<file path="src/rtl/cpu_bus_ctl.sv">
// cpu_bus_ctl: decodes 6502 core accesses into ROM, SRAM or the IO page and returns read data.
// Latency: IDLE + L BUSY + DONE cycles (ROM 2, IO 1, SRAM SRAM_WAIT+1); cpu_ce low for L+1 of them.
// Backpressure: cpu_ce stalls the core; CPU_BUS_IOWAIT_EN adds io_ready with an IO_TIMEOUT bound.
module cpu_bus_ctl #(
    parameter int unsigned SRAM_WAIT  = 2,
    parameter logic [7:0]  IO_BASE    = 8'hC0,
    parameter int unsigned IO_TIMEOUT = 255
) (
    input  logic        clock,
    input  logic        reset_n,
    input  logic [15:0] cpu_address,
    input  logic [7:0]  cpu_o_data,
    input  logic        cpu_wren,
    input  logic        cpu_read,
    output logic [7:0]  cpu_i_data,
    output logic        cpu_ce,
    output logic [13:0] rom_addr,
    input  logic [7:0]  rom_din,
    output logic [15:0] sram_addr,
    output logic [7:0]  sram_dout,
    input  logic [7:0]  sram_din,
    output logic        sram_we,
    output logic        sram_oe,
    output logic [7:0]  io_addr,
    output logic [7:0]  io_dout,
    input  logic [7:0]  io_din,
`ifdef CPU_BUS_IOWAIT_EN
    input  logic        io_ready,
`endif
    output logic        io_wr,
    output logic        io_rd
);

    localparam int unsigned SRAM_L   = SRAM_WAIT + 1;
    // Counter is sized for the longer of the SRAM wait and the IO timeout.
    localparam int unsigned MAX_LOAD = (IO_TIMEOUT > SRAM_L) ? IO_TIMEOUT : SRAM_L;
    localparam int unsigned CNT_W    = $clog2(MAX_LOAD + 1);

    localparam logic [CNT_W-1:0] LD_ROM  = CNT_W'(1);
    localparam logic [CNT_W-1:0] LD_SRAM = CNT_W'(SRAM_WAIT);
`ifdef CPU_BUS_IOWAIT_EN
    localparam logic [CNT_W-1:0] LD_IO   = CNT_W'(IO_TIMEOUT - 1);
`else
    localparam logic [CNT_W-1:0] LD_IO   = '0;
`endif

    typedef enum logic [1:0] {S_IDLE, S_BUSY, S_DONE} state_e;
    typedef enum logic [1:0] {Z_ROM, Z_SRAM, Z_IO} zone_e;

    state_e           state_q, state_d;
    zone_e            zone_q, zone_d, zone_in;
    logic [CNT_W-1:0] cnt_q, cnt_d;
    logic [15:0]      addr_q, addr_d;
    logic [7:0]       wdata_q, wdata_d;
    logic             wr_q, wr_d;
    logic [7:0]       rdata_q, rdata_d;
    logic [7:0]       rd_mux;
    logic             req;
    logic             busy;

    assign req  = cpu_read | cpu_wren;
    assign busy = (state_q == S_BUSY);

    always_comb begin
        if (cpu_address[15:8] == IO_BASE) begin
            zone_in = Z_IO;
        end else if (cpu_address[15:14] == 2'b11) begin
            zone_in = Z_ROM;
        end else begin
            zone_in = Z_SRAM;
        end
    end

    always_comb begin
        case (zone_q)
            Z_ROM:   rd_mux = rom_din;
            Z_SRAM:  rd_mux = sram_din;
            default: rd_mux = io_din;
        endcase
    end

    always_comb begin
        state_d = state_q;
        cnt_d   = cnt_q;
        addr_d  = addr_q;
        wdata_d = wdata_q;
        wr_d    = wr_q;
        zone_d  = zone_q;
        rdata_d = rdata_q;
        case (state_q)
            S_IDLE: begin
                if (req) begin
                    addr_d  = cpu_address;
                    wdata_d = cpu_o_data;
                    wr_d    = cpu_wren;
                    zone_d  = zone_in;
                    case (zone_in)
                        Z_ROM:   cnt_d = LD_ROM;
                        Z_SRAM:  cnt_d = LD_SRAM;
                        default: cnt_d = LD_IO;
                    endcase
                    state_d = S_BUSY;
                end
            end
            S_BUSY: begin
`ifdef CPU_BUS_IOWAIT_EN
                if (zone_q == Z_IO) begin
                    if (io_ready) begin
                        if (!wr_q) rdata_d = io_din;
                        cnt_d   = '0;
                        state_d = S_DONE;
                    end else if (cnt_q == '0) begin
                        // Peripheral never answered: reads see all-ones, writes are dropped.
                        if (!wr_q) rdata_d = 8'hFF;
                        state_d = S_DONE;
                    end else begin
                        cnt_d = cnt_q - CNT_W'(1);
                    end
                end else
`endif
                if (cnt_q == '0) begin
                    if (!wr_q) rdata_d = rd_mux;
                    state_d = S_DONE;
                end else begin
                    cnt_d = cnt_q - CNT_W'(1);
                end
            end
            S_DONE:  state_d = S_IDLE;
            default: state_d = S_IDLE;
        endcase
    end

    always_ff @(posedge clock) begin
        if (!reset_n) begin
            state_q <= S_IDLE;
            cnt_q   <= '0;
            addr_q  <= '0;
            wdata_q <= '0;
            wr_q    <= 1'b0;
            zone_q  <= Z_ROM;
            rdata_q <= 8'h00;
        end else begin
            state_q <= state_d;
            cnt_q   <= cnt_d;
            addr_q  <= addr_d;
            wdata_q <= wdata_d;
            wr_q    <= wr_d;
            zone_q  <= zone_d;
            rdata_q <= rdata_d;
        end
    end

    // Bus outputs come straight from the latched request, so they are stable for all of BUSY.
    assign cpu_ce     = ((state_q == S_IDLE) && !req) || (state_q == S_DONE);
    assign cpu_i_data = rdata_q;
    assign rom_addr   = addr_q[13:0];
    assign sram_addr  = addr_q;
    assign sram_dout  = wdata_q;
    assign io_addr    = addr_q[7:0];
    assign io_dout    = wdata_q;
    assign sram_we    = busy && (zone_q == Z_SRAM) && wr_q;
    assign sram_oe    = busy && (zone_q == Z_SRAM) && !wr_q;
    assign io_wr      = busy && (zone_q == Z_IO) && wr_q;
    assign io_rd      = busy && (zone_q == Z_IO) && !wr_q;

endmodule
</file>
<file path="config.mk">
export PLATFORM = sky130hd
export DESIGN_NAME = cpu_bus_ctl
export DESIGN_NICKNAME = d
export VERILOG_FILES = /design/src/rtl/cpu_bus_ctl.sv
export SDC_FILE = /design/constraint.sdc
export NUM_CORES = 1
export LEC_CHECK = 0
export BUFFER_PORTS_ARGS = -buffer_cell sky130_fd_sc_hd__buf_2
export CAP_MARGIN = 20
export CORE_ASPECT_RATIO = 0.6
export CORE_MARGIN = 2
export CORE_UTILIZATION = 45
export DETAILED_ROUTE_END_ITERATION = 10
export PLACE_DENSITY = 0.8
export SYNTH_ARGS = -nofsm -noshare
export SYNTH_HDL_FRONTEND = slang
export SYNTH_SLANG_ARGS = --single-unit
</file>
<file path="constraint.sdc">
create_clock -name clock -period 2.4 [get_ports clock]
set_input_delay 0.12 -clock clock [delete_from_list [all_inputs] [get_ports clock]]
set_output_delay 0.12 -clock clock [all_outputs]
set_load 0.05 [all_outputs]
</file>
==> parameters.txt <==
Parameter                              Value

Outcome
  Outcome ... complete, no violations

Synthesis
  Synth area leaders ... sky130_fd_sc_hd__dfxtp_1 41%, sky130_fd_sc_hd__nand2_1 11%, sky130_fd_sc_hd__buf_4 11%, sky130_fd_sc_hd__mux2i_1 7.3%, sky130_fd_sc_hd__a21oi_1 7.0%
  Async set or reset register ratio after synthesis ... 0%
  Count leader, synth ... sky130_fd_sc_hd__nand2_1
  Synthesis Warnings ... 0
  Distinct cell type count after synthesis ... 35
  Gate count after technology mapping ... 277
  Count of flip-flops with a built-in enable after synthesis ... 0
  Sequential cell area fraction in the yosys report ... between 40% and 50%
  Primary FF master, synth ... sky130_fd_sc_hd__dfxtp_1
  Syn Std Cell Area ... 2210 µm²
  Fraction of synthesized cell area taken by the top area cell type ... 40.8%
  Mean Syn Cell Area ... 7.97 µm²
  Cell type with the largest total area after synthesis ... sky130_fd_sc_hd__dfxtp_1
  Flop and latch count out of synthesis ... 45
  Commonest cells in the netlist ... 67 x sky130_fd_sc_hd__nand2_1, 45 x sky130_fd_sc_hd__dfxtp_1, 31 x sky130_fd_sc_hd__a21oi_1, 31 x sky130_fd_sc_hd__buf_4, 19 x sky130_fd_sc_hd__nor2_1
  Post-synth net total ... 331

Floorplanning
  Die Width ... approximately 94 µm
  Die Outline Area ... 5500 µm²
  Die boundary height ... 58.2 µm
  Core Box Area ... 4640 µm²
  Num rows ... 19
  Starting Density ... 47.6%
  # IOs ... ~120

Clock tree
  Number of sinks on the clock net ... 45
  Htree depth ... 2
  Max Root-Sink Buffers ... 2
  Buffers inserted during post-CTS setup optimization ... 0
  Number of buffers added to fix hold violations after cts ... 0
  Number of buffers created by CTS ... 5
  Worst skew pair latency ... 280 ps
  CTS tree ... done
  Clock input transition at the sequential cells of the worst setup and hold paths ... 80 ps
  Post-CTS Resized ... 0
  Clock tree root driver cell ... sky130_fd_sc_hd__clkbuf_8

Power and ir drop
  Fraction of power consumed by combinational cells ... between 50% and 60%
  Sequential Power Share ... 28.8%
  Internal power summed over all cells ... around 2 mW
  Peak supply drop ... between 0.0007 and 0.0008 V
  Switching power of the nets ... 2.09 mW
  Leak Pwr ... 1.36 nW
  Power per Cell Area ... 1510 nW/µm²
  Switching share of total power ... between 50% and 60%
  Relative contribution of the clock network to total power ... between 15 and 20%

Critical path
  Reg2reg path depth ... 6
  Worst Path Arrival ... 2320 ps
  Startpoint of the most critical register-to-register path ... cnt_q[0]$_SDFFE_PN0P_
  Category of the critical setup timing path ... flip-flop to flip-flop
  Destination of the worst register-to-register timing path ... cnt_q[0]$_SDFFE_PN0P_
  Maximum fanout along the worst path ... 15
  Endpoint class of the critical path ... flip-flop
  Critical Path RT ... about 2600 ps
  Type of origin of the critical path ... flip-flop
  Minimum setup slack among reg-to-reg paths ... 300 ps

Worst hold path
  Hold path endpoint ... io_dout[2]$_SDFFE_PN0P_
  Worst hold path depth ... 3
  Worst Hold Class ... primary input to flip-flop
  Worst min-delay path startpoint ... cpu_o_data[2]

STA
  RSZ-0062 raised after global routing ... false
  Final critical delay including setup and external delays ... about 2100 ps
  Number of failing hold endpoints at the final stage ... 0
  Worst clock skew on the final layout ... between 4 and 5 ps
  Final setup fails ... 0
  Share of the clock period used by the worst path ... 87.7%
  Transition time at the pin with the least slew margin ... 790 ps
  Highest clock frequency the design can meet ... 475 MHz
  Slew Limit Headroom ... 46.8%
  Setup TNS ... 0 ps
  Count of final max-slew check failures ... 0

Detailed routing
  Number of search-and-repair iterations in the first detailed-routing pass ... 4
  Total met2 wirelength after detailed routing ... 2240 µm
  Routed via count ... 2068
  Uppermost layer routed ... met4
  Final wirelength ... ~5000 µm
  Via-to-Cell Ratio ... about 5
  Post-route antenna net violation count ... 0
  Met3 wire length ... ~450 µm
  1st-iter DRT viols ... 65
  DR DRC count ... 0
  Metal1 wirelength ... 2270 µm
  Routed WL per cell ... 11.7 µm

GRT
  Initial antenna violation count ... 0
  Number of global-route vias before repair ... 1792
  Gr usage total ... between 10% and 20%
  Pin count of the biggest net entering global routing ... 39
  Aggregate global routing overflow ... 0
  Wire length of the first global-routing pass ... 7860 µm

Finish
  Multi-input combinational cell area ... 1000 µm²
  Fraction of layout cells with a size suffix above 1 ... between 30% and 40%
  Number of inserted filler cells in the final layout ... 424
  Layout overhead on the synthesized area ... 24.5%
  Final antenna diode count ... 0
  Area occupied by registers ... 901 µm²
  Design area ... 2750 µm²
  Final #Nets ... 415

Run
  Count of maximum capacitance violations ... 0

Place
  HPWL Detailed ... 3750 µm
  Instance area after placement ... 2620 µm²
  IO Port Bufs ... 118
  Final estimated routing congestion in global placement ... around 0.84
==> stage by stage <==
step / worst slack (ps) / hold slack [ps] / cells / util [%] / power [mW]
2_1_floorplan: 316 / 234 / 277 / - / 3.17
3_3_place_gp: 407 / 361 / 417 / 56.4 / 3.47
3_5_place_dp: 334 / 369 / 417 / 56.4 / 3.50
4_1_cts: 315 / 58.3 / 425 / 59.3 / 4.16
5_1_grt: 146 / 52.2 / 425 / 59.3 / 4.41
6_report: 295 / 65.4 / 425 / 59.3 / 4.14
==> area by class of cell <==
cell class / instances / share of cell area, %
flip-flops and latches: 45 / 32.8
multi-input cells: 183 / 36.4
repair buffers: 122 / 22.6
well taps: 63 / 2.87
clock buffers: 5 / 2.50
inverters: 4 / 0.546
clock inverters: 3 / 2.37
==> routing by layer <==
layer,vias up,track usage [%]
li1,1063,-
met1,914,22.8
met2,87,30.6
met3,4,5.20
met4,0,3.73
met5,-,0
==> worst max-delay path: stages (launching register included) <==
cell,delay [ps]
sky130_fd_sc_hd__dfxtp_1,370
sky130_fd_sc_hd__inv_1,90
sky130_fd_sc_hd__ha_1,220
sky130_fd_sc_hd__nor4bb_1,170
sky130_fd_sc_hd__a211o_1,460
sky130_fd_sc_hd__or4_1,560
sky130_fd_sc_hd__a31oi_1,170
==> flip-flops by register name (all words and copies together) (netlist names) <==
| register | cells |
|---|---|
| sram_addr | 16 |
| cpu_i_data | 8 |
| zone_q | 2 |
| io_dout | 8 |
| cnt_q | 8 |
| wr_q | 1 |
| state_q | 2 |
==> cell usage in the layout, fill, tap and decap left out, types with 2 or more instances in the layout <==
cell type | synthesis | routed
sky130_fd_sc_hd__mux2i_1 | 16 | 16
sky130_fd_sc_hd__o21ai_0 | 12 | 12
sky130_fd_sc_hd__nor3b_1 | 3 | 3
sky130_fd_sc_hd__buf_4 | 31 | 4
sky130_fd_sc_hd__dfxtp_1 | 45 | 45
sky130_fd_sc_hd__or3_1 | 4 | 4
sky130_fd_sc_hd__and3b_1 | 2 | 2
sky130_fd_sc_hd__nand3_1 | 2 | 2
sky130_fd_sc_hd__nand2_1 | 67 | 67
sky130_fd_sc_hd__ha_1 | 2 | 2
sky130_fd_sc_hd__clkbuf_8 | 0 | 5
sky130_fd_sc_hd__a21oi_1 | 31 | 31
sky130_fd_sc_hd__nor3_1 | 4 | 4
sky130_fd_sc_hd__a211o_1 | 2 | 2
sky130_fd_sc_hd__or4_1 | 3 | 3
sky130_fd_sc_hd__nor2_1 | 19 | 18
sky130_fd_sc_hd__buf_2 | 1 | 118
sky130_fd_sc_hd__inv_1 | 4 | 4
sky130_fd_sc_hd__bufinv_16 | 0 | 2
==> power groups by stage <==
stage | Combinational [mW] | Clock (mW) | Sequential (mW)
after CTS | 2.30 | 0.673 | 1.19
after detailed placement | 2.29 | 0 | 1.20
after global placement | 2.27 | 0 | 1.19
final | 2.30 | 0.655 | 1.19
after global routing | 2.47 | 0.707 | 1.23
after floorplan | 1.56 | 0 | 1.60
==> how the worst max path moves through the flow <==
stage	from	endpoint	slack, ps	depth (start not counted)
global route	cnt_q[0]$_SDFFE_PN0P_	cnt_q[0]$_SDFFE_PN0P_	150	6
global placement	cnt_q[0]$_SDFFE_PN0P_	cnt_q[0]$_SDFFE_PN0P_	410	6
floorplan	state_q[0]$_SDFFE_PN0P_	io_wr	320	4
finish	cnt_q[0]$_SDFFE_PN0P_	cnt_q[0]$_SDFFE_PN0P_	300	6
detailed placement	cnt_q[0]$_SDFFE_PN0P_	cnt_q[0]$_SDFFE_PN0P_	330	6
CTS	cnt_q[0]$_SDFFE_PN0P_	cnt_q[0]$_SDFFE_PN0P_	320	6
==> kinds of logic (layout without fill, tap and decap cells) <==
| logic type | after synthesis | after routing | synth area share (%) |
|---|---|---|---|
| AOI/OAI and AO/OA | 52 | 52 | 13.4 |
| and+or+nand+nor | 112 | 112 | 23.0 |
| xor gates and xnor gates | 1 | 1 | 0.397 |
| DFF | 45 | 45 | 40.8 |
| adders and majority gates | 2 | 2 | 1.13 |
| buffers and inverters | 49 | 134 | 14.0 |
| muxes | 16 | 16 | 7.26 |
(Power assumes the default switching activity.)
